==> config.mk <==
export PLATFORM = sky130hd
export DESIGN_NAME = mem_init_gen_flat
export DESIGN_NICKNAME = d
export VERILOG_FILES = /design/src/rtl/mem_init_gen_pkg.sv /design/src/rtl/mem_init_gen_if.sv /design/src/rtl/mem_init_gen_pattern.sv /design/src/rtl/mem_init_gen.sv /design/src/flat_wrapper.sv
export SDC_FILE = /design/constraint.sdc
export NUM_CORES = 1
export LEC_CHECK = 0
export CAP_MARGIN = 20
export CORE_ASPECT_RATIO = 0.5
export CORE_MARGIN = 4
export CORE_UTILIZATION = 40
export DETAILED_ROUTE_END_ITERATION = 6
export GPL_ROUTABILITY_DRIVEN = 0
export PLACE_DENSITY = 0.7
export SLEW_MARGIN = 15
export SYNTH_ARGS = -nofsm -noshare
export SYNTH_HDL_FRONTEND = slang
export SYNTH_SLANG_ARGS = --single-unit
==> constraint.sdc <==
create_clock -name clk -period 3.8 [get_ports clk]
set_input_delay 0.76 -clock clk [delete_from_list [all_inputs] [get_ports clk]]
set_output_delay 0.76 -clock clk [all_outputs]
set_load 0.005 [all_outputs]
==> src/rtl/mem_init_gen_pkg.sv <==
// -----------------------------------------------------------------------------
// mem_init_pkg
// Shared types and the fill-pattern function for the memory initialiser.
//   state_t      : FSM states of mem_init_gen (VERIFY is only reachable when
//                  MEM_INIT_VERIFY_EN is defined).
//   fill_mode_t  : encoding of the 2-bit mode input.
//   pattern()    : f(mode, seed, i), computed at PAT_W bits; callers
//                  truncate to their word width (modulo 2**DATA_W).
// -----------------------------------------------------------------------------
package mem_init_pkg;

    typedef enum logic [1:0] {
        IDLE   = 2'd0,
        FILL   = 2'd1,
        VERIFY = 2'd2
    } state_t;

    typedef enum logic [1:0] {
        FM_OFFSET = 2'd0,   // i + seed  (seed = 0 gives the ARC4 identity)
        FM_CONST  = 2'd1,   // seed
        FM_DESC   = 2'd2,   // DEPTH-1-i
        FM_XOR    = 2'd3    // i ^ seed
    } fill_mode_t;

    // Working width of the pattern arithmetic. Low bits of +, - and ^ only
    // depend on low operand bits, so truncating the result afterwards gives
    // the same answer as computing at the word width directly.
    localparam int PAT_W = 32;

    function automatic logic [PAT_W-1:0] pattern(
        input fill_mode_t       mode,
        input logic [PAT_W-1:0] seed,
        input logic [PAT_W-1:0] idx,
        input logic [PAT_W-1:0] depth
    );
        logic [PAT_W-1:0] res;
        case (mode)
            FM_OFFSET: res = idx + seed;
            FM_CONST:  res = seed;
            FM_DESC:   res = depth - PAT_W'(1) - idx;
            default:   res = idx ^ seed;
        endcase
        return res;
    endfunction

endpackage

==> src/rtl/mem_init_gen_if.sv <==
// -----------------------------------------------------------------------------
// mem_init_gen_if
// Start handshake plus memory write bus of the S-array initialiser.
//   en, mode, seed       : start request and fill operands (controller side)
//   rdy, done            : idle indication and one-cycle completion pulse
//   addr, wrdata, wren   : synchronous single-port RAM write port
//   rddata, err          : RAM read data and sticky verify error
//                          (present only when MEM_INIT_VERIFY_EN is defined)
// Modports:
//   master : the initialiser itself
//   slave  : the controller / memory side
// -----------------------------------------------------------------------------
interface mem_init_gen_if #(
    parameter int DATA_W = 8,
    parameter int ADDR_W = 8
);

    logic              en;
    logic [1:0]        mode;
    logic [DATA_W-1:0] seed;
    logic              rdy;
    logic              done;
    logic [ADDR_W-1:0] addr;
    logic [DATA_W-1:0] wrdata;
    logic              wren;
`ifdef MEM_INIT_VERIFY_EN
    logic [DATA_W-1:0] rddata;
    logic              err;
`endif

`ifdef MEM_INIT_VERIFY_EN
    modport master (
        input  en, mode, seed, rddata,
        output rdy, done, addr, wrdata, wren, err
    );

    modport slave (
        output en, mode, seed, rddata,
        input  rdy, done, addr, wrdata, wren, err
    );
`else
    modport master (
        input  en, mode, seed,
        output rdy, done, addr, wrdata, wren
    );

    modport slave (
        output en, mode, seed,
        input  rdy, done, addr, wrdata, wren
    );
`endif

endinterface

==> src/rtl/mem_init_gen_pattern.sv <==
// -----------------------------------------------------------------------------
// mem_init_pattern
// Combinational fill-pattern generator f(mode, seed, i).
//   mode_i : latched fill mode
//   seed_i : latched seed operand
//   idx_i  : word index (zero-extended or truncated to DATA_W as needed)
//   data_o : pattern value, modulo 2**DATA_W
// -----------------------------------------------------------------------------
module mem_init_pattern
    import mem_init_pkg::*;
#(
    parameter int DATA_W = 8,
    parameter int ADDR_W = 8,
    parameter int DEPTH  = 256
) (
    input  fill_mode_t        mode_i,
    input  logic [DATA_W-1:0] seed_i,
    input  logic [ADDR_W-1:0] idx_i,
    output logic [DATA_W-1:0] data_o
);

    always_comb begin
        data_o = DATA_W'(pattern(mode_i, PAT_W'(seed_i), PAT_W'(idx_i), PAT_W'(DEPTH)));
    end

endmodule

==> src/rtl/mem_init_gen.sv <==
// -----------------------------------------------------------------------------
// mem_init_gen
// Fills a synchronous single-port RAM of DEPTH words, one write per clock,
// with a pattern selected at start time. Drop-in successor of the ARC4
// S-array init stage (same en/rdy start, same addr/wrdata/wren bus).
//
// Ports:
//   clk  : rising-edge clock
//   rst  : synchronous active-high reset
//   bus  : mem_init_gen_if.master (en/mode/seed in, rdy/done/addr/wrdata/wren
//          out; rddata in and err out with MEM_INIT_VERIFY_EN)
//
// Build option:
//   MEM_INIT_VERIFY_EN : after FILL, read the RAM back for DEPTH cycles
//                        (plus one drain cycle for the RAM read latency)
//                        and raise a sticky err on any mismatch. done/rdy
//                        are held off until the read-back finishes.
//
// All outputs are registered except wrdata, which is f(mode_q, seed_q, i_q).
// -----------------------------------------------------------------------------
module mem_init_gen
    import mem_init_pkg::*;
#(
    parameter int DATA_W = 8,
    parameter int ADDR_W = 8,
    parameter int DEPTH  = 256
) (
    input  logic           clk,
    input  logic           rst,
    mem_init_gen_if.master bus
);

    localparam logic [ADDR_W-1:0] LAST = ADDR_W'(DEPTH - 1);

    state_t            state_q, state_d;
    logic [ADDR_W-1:0] i_q, i_d;
    fill_mode_t        mode_q, mode_d;
    logic [DATA_W-1:0] seed_q, seed_d;
    logic              rdy_q, rdy_d;
    logic              done_q, done_d;
    logic              wren_q, wren_d;
    logic [DATA_W-1:0] wrdata;
`ifdef MEM_INIT_VERIFY_EN
    logic              drain_q, drain_d;
    logic              err_q, err_d;
    logic              vld_p1;
    logic [DATA_W-1:0] exp_p1;
`endif

    mem_init_pattern #(
        .DATA_W (DATA_W),
        .ADDR_W (ADDR_W),
        .DEPTH  (DEPTH)
    ) u_pattern (
        .mode_i (mode_q),
        .seed_i (seed_q),
        .idx_i  (i_q),
        .data_o (wrdata)
    );

    always_comb begin
        state_d = state_q;
        i_d     = i_q;
        mode_d  = mode_q;
        seed_d  = seed_q;
        rdy_d   = rdy_q;
        done_d  = 1'b0;
        wren_d  = wren_q;
`ifdef MEM_INIT_VERIFY_EN
        drain_d = drain_q;
        err_d   = err_q;
`endif
        case (state_q)
            IDLE: begin
                rdy_d  = 1'b1;
                wren_d = 1'b0;
                if (bus.en) begin
                    state_d = FILL;
                    mode_d  = fill_mode_t'(bus.mode);
                    seed_d  = bus.seed;
                    i_d     = '0;
                    rdy_d   = 1'b0;
                    wren_d  = 1'b1;
`ifdef MEM_INIT_VERIFY_EN
                    drain_d = 1'b0;
                    err_d   = 1'b0;
`endif
                end
            end

            FILL: begin
                if (i_q == LAST) begin
                    i_d    = '0;
                    wren_d = 1'b0;
`ifdef MEM_INIT_VERIFY_EN
                    state_d = VERIFY;
                    drain_d = 1'b0;
`else
                    state_d = IDLE;
                    rdy_d   = 1'b1;
                    done_d  = 1'b1;
`endif
                end else begin
                    i_d = i_q + ADDR_W'(1);
                end
            end

`ifdef MEM_INIT_VERIFY_EN
            VERIFY: begin
                // The address sweep stops at LAST; one extra drain cycle
                // lets the last read word come back and be compared.
                if (drain_q) begin
                    state_d = IDLE;
                    i_d     = '0;
                    drain_d = 1'b0;
                    rdy_d   = 1'b1;
                    done_d  = 1'b1;
                end else if (i_q == LAST) begin
                    drain_d = 1'b1;
                end else begin
                    i_d = i_q + ADDR_W'(1);
                end
                if (vld_p1 && (bus.rddata != exp_p1)) begin
                    err_d = 1'b1;
                end
            end
`endif

            default: begin
                state_d = IDLE;
                rdy_d   = 1'b1;
                wren_d  = 1'b0;
            end
        endcase
    end

    // mode/seed are reset too so that wrdata reads 0 straight out of reset.
    always_ff @(posedge clk) begin
        if (rst) begin
            state_q <= IDLE;
            i_q     <= '0;
            mode_q  <= FM_OFFSET;
            seed_q  <= '0;
            rdy_q   <= 1'b1;
            done_q  <= 1'b0;
            wren_q  <= 1'b0;
        end else begin
            state_q <= state_d;
            i_q     <= i_d;
            mode_q  <= mode_d;
            seed_q  <= seed_d;
            rdy_q   <= rdy_d;
            done_q  <= done_d;
            wren_q  <= wren_d;
        end
    end

`ifdef MEM_INIT_VERIFY_EN
    // Stage p1: expected word for the address presented last cycle, lined up
    // with the RAM's one-cycle read latency.
    always_ff @(posedge clk) begin
        if (rst) begin
            drain_q <= 1'b0;
            err_q   <= 1'b0;
            vld_p1  <= 1'b0;
        end else begin
            drain_q <= drain_d;
            err_q   <= err_d;
            vld_p1  <= (state_q == VERIFY) && !drain_q;
        end
    end

    always_ff @(posedge clk) begin
        exp_p1 <= wrdata;
    end

    assign bus.err = err_q;
`endif

    assign bus.rdy    = rdy_q;
    assign bus.done   = done_q;
    assign bus.addr   = i_q;
    assign bus.wrdata = wrdata;
    assign bus.wren   = wren_q;

endmodule
==> src/flat_wrapper.sv <==
// flat-port wrapper written by rule: the top's interface ports become plain ports
module mem_init_gen_flat import mem_init_pkg::*;
#(
    parameter int DATA_W = 8,
    parameter int ADDR_W = 8,
    parameter int DEPTH  = 256
)
  (clk, rst, bus_en, bus_mode, bus_seed, bus_rdy, bus_done, bus_addr, bus_wrdata, bus_wren);
  mem_init_gen_if #(.DATA_W(DATA_W), .ADDR_W(ADDR_W)) bus_i ();
  input  logic clk;
  input  logic rst;
  input wire logic [$bits(bus_i.en)-1:0] bus_en;
  input wire logic [$bits(bus_i.mode)-1:0] bus_mode;
  input wire logic [$bits(bus_i.seed)-1:0] bus_seed;
  output wire logic [$bits(bus_i.rdy)-1:0] bus_rdy;
  output wire logic [$bits(bus_i.done)-1:0] bus_done;
  output wire logic [$bits(bus_i.addr)-1:0] bus_addr;
  output wire logic [$bits(bus_i.wrdata)-1:0] bus_wrdata;
  output wire logic [$bits(bus_i.wren)-1:0] bus_wren;
  assign bus_i.en = bus_en;
  assign bus_i.mode = bus_mode;
  assign bus_i.seed = bus_seed;
  assign bus_rdy = bus_i.rdy;
  assign bus_done = bus_i.done;
  assign bus_addr = bus_i.addr;
  assign bus_wrdata = bus_i.wrdata;
  assign bus_wren = bus_i.wren;
  mem_init_gen #(.DATA_W(DATA_W), .ADDR_W(ADDR_W), .DEPTH(DEPTH)) u_core (.clk(clk), .rst(rst), .bus(bus_i));
endmodule
==> results of run 1 <==
-- area by class of cell --
| type | instances | area (um2) | area share (%) |
|---|---|---|---|
| Tap cell | 48 | 60.06 | 3.340 |
| Timing Repair Buffer | 31 | 310.3 | 17.26 |
| Inverter | 13 | 48.80 | 2.714 |
| Sequential cell | 22 | 440.4 | 24.50 |
| Multi-Input combinational cell | 132 | 883.3 | 49.13 |
| Clock buffer | 4 | 55.05 | 3.062 |
-- power groups by stage --
stage / Clock (W) / Sequential [W] / Combinational (W)
6_report: 0.000170 / 0.000253 / 0.000103
5_1_grt: 0.000182 / 0.000256 / 0.000114
4_1_cts: 0.000173 / 0.000253 / 0.000105
3_5_place_dp: 0 / 0.000259 / 0.000104
3_3_place_gp: 0 / 0.000258 / 0.000102
2_1_floorplan: 0 / 0.000252 / 0.0000605
-- Yosys cell counts (2+ instances only) --
library cell / instances
o211ai_1: 2
o21ai_0: 9
mux4_2: 5
clkbuf_1: 5
ha_1: 8
o21a_1: 2
nand2_1: 26
nand4_1: 3
a21o_1: 2
buf_2: 2
nand3_1: 5
nor3_1: 7
nor2_1: 12
and3_1: 2
mux2i_1: 2
a21oi_1: 22
dfxtp_1: 22
nor2b_1: 2
xnor2_1: 4
inv_1: 12
-- state kept, by name, indices dropped and copies added (netlist names) --
signal / count
u_core.bus.rdy: 1
u_core.state_q: 1
u_core.bus.done: 1
u_core.mode_q: 2
u_core.bus.wren: 1
u_core.bus.addr: 8
u_core.seed_q: 8
-- cell families (layout without fill, tap and decap cells) --
kind of cell | Yosys count | after routing | share of synthesized area [%]
and+or+nand+nor | 64 | 64 | 21.16
AOI/OAI and AO/OA | 46 | 46 | 19.91
DFF | 22 | 22 | 31.43
buffers and inverters | 20 | 48 | 5.535
adders and majority gates | 9 | 9 | 8.572
muxes | 8 | 8 | 10.27
xor gates and xnor gates | 5 | 5 | 3.125
-- routing by layer --
metal	vias to the layer above	GRT usage (%)
met3	4	3.191
li1	674	-
met1	635	22.09
met4	0	3.695
met2	27	25.51
met5	-	0
-- through the flow --
step	hold WS [ns]	power, W	area (um2)	std cells	util, %
finish	0.4700	0.0005262	1798	250	56.71
global route	0.4839	0.0005510	1798	250	56.71
CTS	0.4724	0.0005307	1798	250	56.71
detailed placement	0.4596	0.0003629	1743	246	54.97
global placement	0.4510	0.0003604	1743	246	54.97
floorplan	0.4458	0.0003124	1401	174	-
-- final timing paths --
check                                          end  slack, ns  cells past startpoint
worst max-delay path                 bus_wrdata[6]       0.22                      9
worst min-delay path               u_core.bus.wren       0.47                      1
worst max register to register  u_core.bus.addr[7]       2.09                      6
worst min register to register     u_core.bus.wren       0.47                      1
==> metrics.md, run 1 <==
| Metric | Value |
|---|---|
| Status | `completed` |
| Ys Warns | `0` |
| H-tree depth | `1` |
| Setup crit end kind | `primary output` |
| Die Wd | `~92 um` |
| Rows | `14` |
| DR vias/cell | `between 5 and 6` |
| CTS tree | `yes` |
| RSZ-0062 raised after global routing | `no` |
| Commonest non-fill, non-tap cells in the layout | `clkdlybuf4s50_1, nand2_1, a21oi_1, dfxtp_1` |
| Cell count after synthesis | `~170` |
| Post-DP HPWL | `approximately 2700 um` |
| FF+latch count, synth | `22` |
| Initial antenna violation count | `0` |
| Routed met1 length | `~1600 um` |
| Clock transition at path regs | `0.08 ns` |
| Combinational fraction of design power | `19.6%` |
| N_diodes | `0` |
| Post-route ant nets | `0` |
| Clock network power share | `~32%` |
| Ranking of synthesized cells by area | `dfxtp_1, mux4_2, a21oi_1` |
| Most common cell after layout, fill and taps aside | `clkdlybuf4s50_1` |
| Synth Area per Inst | `between 8 and 9 um2` |
| Setup Skew | `0.001659 ns` |
| Wire length on met2 | `1595 um` |
| Fmax achieved | `about 280 MHz` |
| Seq/Total Area, Yosys | `roughly a third` |
| Iteration-0 DRC Markers | `95` |
| Grt total ovfl | `0` |
| Post-CTS Hold Buffers | `0` |
| Seq pwr share | `48.2%` |
| Vias in the first global route | `about 1.2k` |
| Critical Path RT | `approximately 3.0 ns` |
| Tightest Hold Check Type | `flip-flop to flip-flop` |
| Area Overhead vs Synth | `28.30%` |
| Dpl ws | `~0.54 ns` |
| Worst setup SP type | `flip-flop` |
| Pwr per Cell Area | `~290 nW/um2` |
| Initial Util | `about 44%` |
| Share of the synthesized area in the top cell type | `about a third` |
| Root buffer cell | `clkbuf_8` |
| Leakage | `0.6538 nW` |
| Fin. max-slew vios | `0` |
| Delay-heaviest family, CP | `adder cells` |
| Hold Fails Final Rpt | `0` |
| Via Count | `between 1k and 1.5k` |
| Slowest stage delay, CP | `0.52 ns` |
| Buf+Inv Stages, Crit Path | `2` |
| Setup TNS | `0 ns` |
| Setup ws final | `roughly 0.22 ns` |
| Metal3 WL | `218 um` |
| Synth cell types | `40` |
| Max Used Layer | `met4` |
| CTS resizes | `0` |
| Hold_sp | `u_core.bus.wren` |
| Crit Path Class | `flip-flop to primary output` |
| CTS buffer count | `3` |
| Peak VDD IR | `~0.27 mV` |
| Global-route wire length before repair | `just under 6000 um` |
| # port buffers | `31` |
| Critical path, cell by cell | `ha_1 > inv_1 > fa_1 > nor2b_1 > o31a_2 > o21ai_0 > and4b_1 > nor3_1 > clkdlybuf4s50_1` |
| Synthesized cell area | `between 1000 and 1500 um2` |
| Die Span Y | `~50 um` |
| Syn Nets | `196` |
| I/O pin count | `32` |
| Core box area | `~3200 um2` |
| Largest net degree at the start of global routing | `21` |
| EDFF count, synth | `0` |
| Maxcap violations | `0` |
| Clk buf depth | `2` |
| # DRC | `0` |
| Sw frac | `about a quarter` |
| Crit Path Max Fanout | `8` |
| CP startpoint | `u_core.bus.addr[0]` |
| Total track usage | `between 15 and 20%` |
| Clock tree sinks | `22` |
| Final min period | `3.577 ns` |
| Leading area contributor after synthesis | `dfxtp_1` |
| Fillers | `303` |
| Worst-Skew Late Latency | `~0.26 ns` |
| Fin crit share | `between 90% and 100%` |
| Synth async-reset ratio | `0%` |
| Slew @ Worst Pin | `0.7984 ns` |
| Number of setup buffers added after CTS | `0` |
| First-pass detailed-route iteration total | `4` |
| Die Footprint | `around 4600 um2` |
| Switching power | `~0.00013 W` |
| Worst Path Arrival | `around 2.8 ns` |
| Setup Viol. Count Final | `0` |
| Share of post-route cells with drive strength above 1 | `under 10%` |
| Worst relative slew slack | `a little under half` |
| DR WL/cell | `between 10 and 15 um` |
| WL final | `roughly 3500 um` |
| Internal | `0.0003941 W` |
| Main synth FF type | `dfxtp_1` |
| Crit path max-delay cell type | `clkdlybuf4s50_1` |
| Nets | `approximately 230` |
| RR Startpoint | `u_core.bus.addr[0]` |
(Power assumes the default switching activity.)
==> run 2, diff against run 1 <==
- CORE_UTILIZATION: 40 -> 53
- PLACE_DENSITY: 0.7 -> 0.88
- SLEW_MARGIN: 15 -> 0
==> run 2 against run 1 <==
  * Sequential cell count is the same
  * Highest routed layer unchanged
  * Via count is 6.7% higher
  * Clock skew is 0.0026 ns higher
  * Critical path depth fell by 2
  * Routed wire length rose by 11%
  * Combinational power rose by 4%
  * Setup slack better by 0.052 ns
  * Sequential power barely moved
  * Utilization up 20 points
  * Largest cell class unchanged
  * Hold slack better by 0.011 ns
==> metrics.md, run 2 (same netlist as run 1, synthesis figures left out) <==
| Metric | Value |
|---|---|
| Worst hold endpoint | `u_core.bus.rdy` |
| Crit Path Class | `flip-flop to primary output` |
| Via Count | `1430 (+6.7%)` |
| Reg2Reg Setup Slack | `2.03 ns (-0.06 ns)` |
| Worst Path Arrival | `2.76 ns (-0.06 ns)` |
| H-tree depth | `1 (unchanged)` |
| Largest net degree at the start of global routing | `21 (unchanged)` |
| Clk buf depth | `2 (unchanged)` |
| Nets | `225 (unchanged)` |
| Clock network power share | `38.1% (+5.9 points)` |
| Status | `completed` |
| Root buffer cell | `clkbuf_8` |
| CTS buffer count | `3 (unchanged)` |
| Worst relative slew slack | `48.03% (+1.4 points)` |
| Crit Path Max Fanout | `8 (unchanged)` |
| CTS tree | `yes` |
| Global-route wire length before repair | `6210 um (+6.0%)` |
| Commonest non-fill, non-tap cells in the layout | `clkdlybuf4s50_1, nand2_1, a21oi_1, dfxtp_1` |
| Rows | `12 (-2)` |
| Critical Path RT | `3.04 ns (about the same)` |
| GRT met1 Usage | `30.66% (+8.6 points)` |
| Peak VDD IR | `0.2415 mV (-9.4%)` |
| GRT met2 Usage | `38.16% (+13 points)` |
| Die Span Y | `44.36 um (-11%)` |
| Initial antenna violation count | `0 (unchanged)` |
| Hold Fails Final Rpt | `0 (unchanged)` |
| Vias in the first global route | `1228 (+0.081%)` |
| Seq pwr share | `43.6% (-4.6 points)` |
| RR Startpoint | `u_core.bus.addr[0]` |
| WL final | `3865 um (+11%)` |
| Core box area | `2357 um2 (-26%)` |
| Most common cell after layout, fill and taps aside | `clkdlybuf4s50_1` |
| # DRC | `0 (unchanged)` |
| Setup TNS | `0 ns (unchanged)` |
| Die Footprint | `3581 um2 (-22%)` |
| Post-DP HPWL | `2781 um (+2.3%)` |
| Setup Viol. Count Final | `0 (unchanged)` |
| Share of post-route cells with drive strength above 1 | `6.931% (unchanged)` |
| Switching power | `0.0001410 W (+6.7%)` |
| Fin. max-slew vios | `0 (unchanged)` |
| Initial Util | `59.45% (+15 points)` |
| Worst-Skew Late Latency | `0.27 ns (about the same)` |
| Combinational fraction of design power | `18.3% (-1.3 points)` |
| Worst setup SP type | `flip-flop` |
| Die Wd | `80.72 um (-12%)` |
| Busiest layer in global routing | `met2` |
| Setup Skew | `0.004265 ns (+0.002607 ns)` |
| Worst hold slack | `0.4813 ns (+0.01129 ns)` |
| Hold depth | `2 (+1)` |
| Clock tree sinks | `22 (unchanged)` |
| FF-to-FF End | `u_core.bus.addr[7]` |
| CTS resizes | `0 (unchanged)` |
| Pwr per Cell Area | `324.7 nW/um2 (+11%)` |
| Setup crit end kind | `primary output` |
| DR vias/cell | `6.034 (+13%)` |
| Iteration-0 DRC Markers | `197 (+110%)` |
| Slew @ Worst Pin | `0.7779 ns (-0.02054 ns)` |
| Internal | `0.0004428 W (+12%)` |
| Leakage | `0.6607 nW (+1.1%)` |
| Total track usage | `23.29% (+7.4 points)` |
| Grt met3 use | `6.098% (+2.9 points)` |
| Fin crit share | `92.76% (-1.4 points)` |
| # port buffers | `31 (unchanged)` |
| Clock transition at path regs | `0.08 ns (about the same)` |
| Final min period | `3.525 ns (-0.05189 ns)` |
| Tightest Hold Check Type | `flip-flop to flip-flop` |
| Post-CTS Hold Buffers | `0 (unchanged)` |
| I/O pin count | `32 (unchanged)` |
| Hold_sp | `u_core.bus.rdy` |
| Number of setup buffers added after CTS | `0 (unchanged)` |
| N_diodes | `0 (unchanged)` |
| RSZ-0062 raised after global routing | `no` |
| DR WL/cell | `16.31 um (+17%)` |
| Grt total ovfl | `0 (unchanged)` |
| Register-to-Register Path Depth | `6 (unchanged)` |
| Fmax achieved | `283.7 MHz (+1.5%)` |
| Maxcap violations | `0 (unchanged)` |
| Area Overhead vs Synth | `28.30% (unchanged)` |
| Sw frac | `24.16% (-0.96 points)` |
| Post-route ant nets | `0 (unchanged)` |
| First-pass detailed-route iteration total | `5 (+1)` |
[run 2: changes by cell type in the layout (fill, tap and decap cells not counted)]
cell       delta
bufinv_16     +1
clkbuf_8      -1
[run 2: worst max path at each step]
stage          slack (ns)  cells past startpoint       endpoint               start
2_1_floorplan        1.19                      7  bus_wrdata[4]  u_core.bus.addr[0]
3_3_place_gp         0.67                      9  bus_wrdata[6]  u_core.bus.addr[0]
3_5_place_dp         0.61                      9  bus_wrdata[6]  u_core.bus.addr[0]
4_1_cts              0.30                      9  bus_wrdata[6]  u_core.bus.addr[0]
5_1_grt              0.07                      9  bus_wrdata[6]  u_core.bus.addr[0]
6_report             0.28                      7  bus_wrdata[7]  u_core.bus.addr[2]
[run 2: routing by layer]
metal  share of wire [%]  vias to the layer above  wire (um)
li1                    -                      674          -
met2                  47                       79       1817
met4                 2.9                        0        111
met5                   0                        -          0
met1                  41                      663       1602
met3                 8.6                       14        333
[run 2: critical path, stage by stage (launching register included)]
cell	delay, ns
dfxtp_1	0.50
ha_1	0.34
o21ai_0	0.20
o211ai_1	0.28
and2_1	0.19
o311ai_0	0.11
a221oi_1	0.32
clkdlybuf4s50_1	0.55
[run 2: through the flow]
step	std cells	setup WS, ns	cell area [um2]	utilization, %	total power (W)
after floorplan	174	1.192	1401	-	0.0003124
after global placement	233	0.6738	1727	73.25	0.0003587
after detailed placement	233	0.6128	1727	73.25	0.0003640
after CTS	237	0.2972	1798	76.27	0.0005842
after global routing	237	0.06811	1798	76.27	0.0006067
final	237	0.2753	1798	76.27	0.0005838
[run 2: area by class of cell]
| type | count | area (um2) |
|---|---|---|
| clock buffers | 3 | 41.29 |
| well taps | 35 | 43.79 |
| flip-flops and latches | 22 | 440.4 |
| inverters | 13 | 48.80 |
| fillers | 176 | 559.3 |
| repair buffers | 31 | 310.3 |
| clock inverters | 1 | 30.03 |
| multi-input cells | 132 | 883.3 |
[run 2: power by group through the flow]
stage               Combinational [W]  Sequential, W  Clock [W]
finish                       0.000107       0.000254   0.000222
global route                 0.000116       0.000256   0.000235
CTS                          0.000107       0.000254   0.000223
detailed placement           0.000105       0.000259          0
global placement             0.000101       0.000258          0
floorplan                   0.0000605       0.000252          0
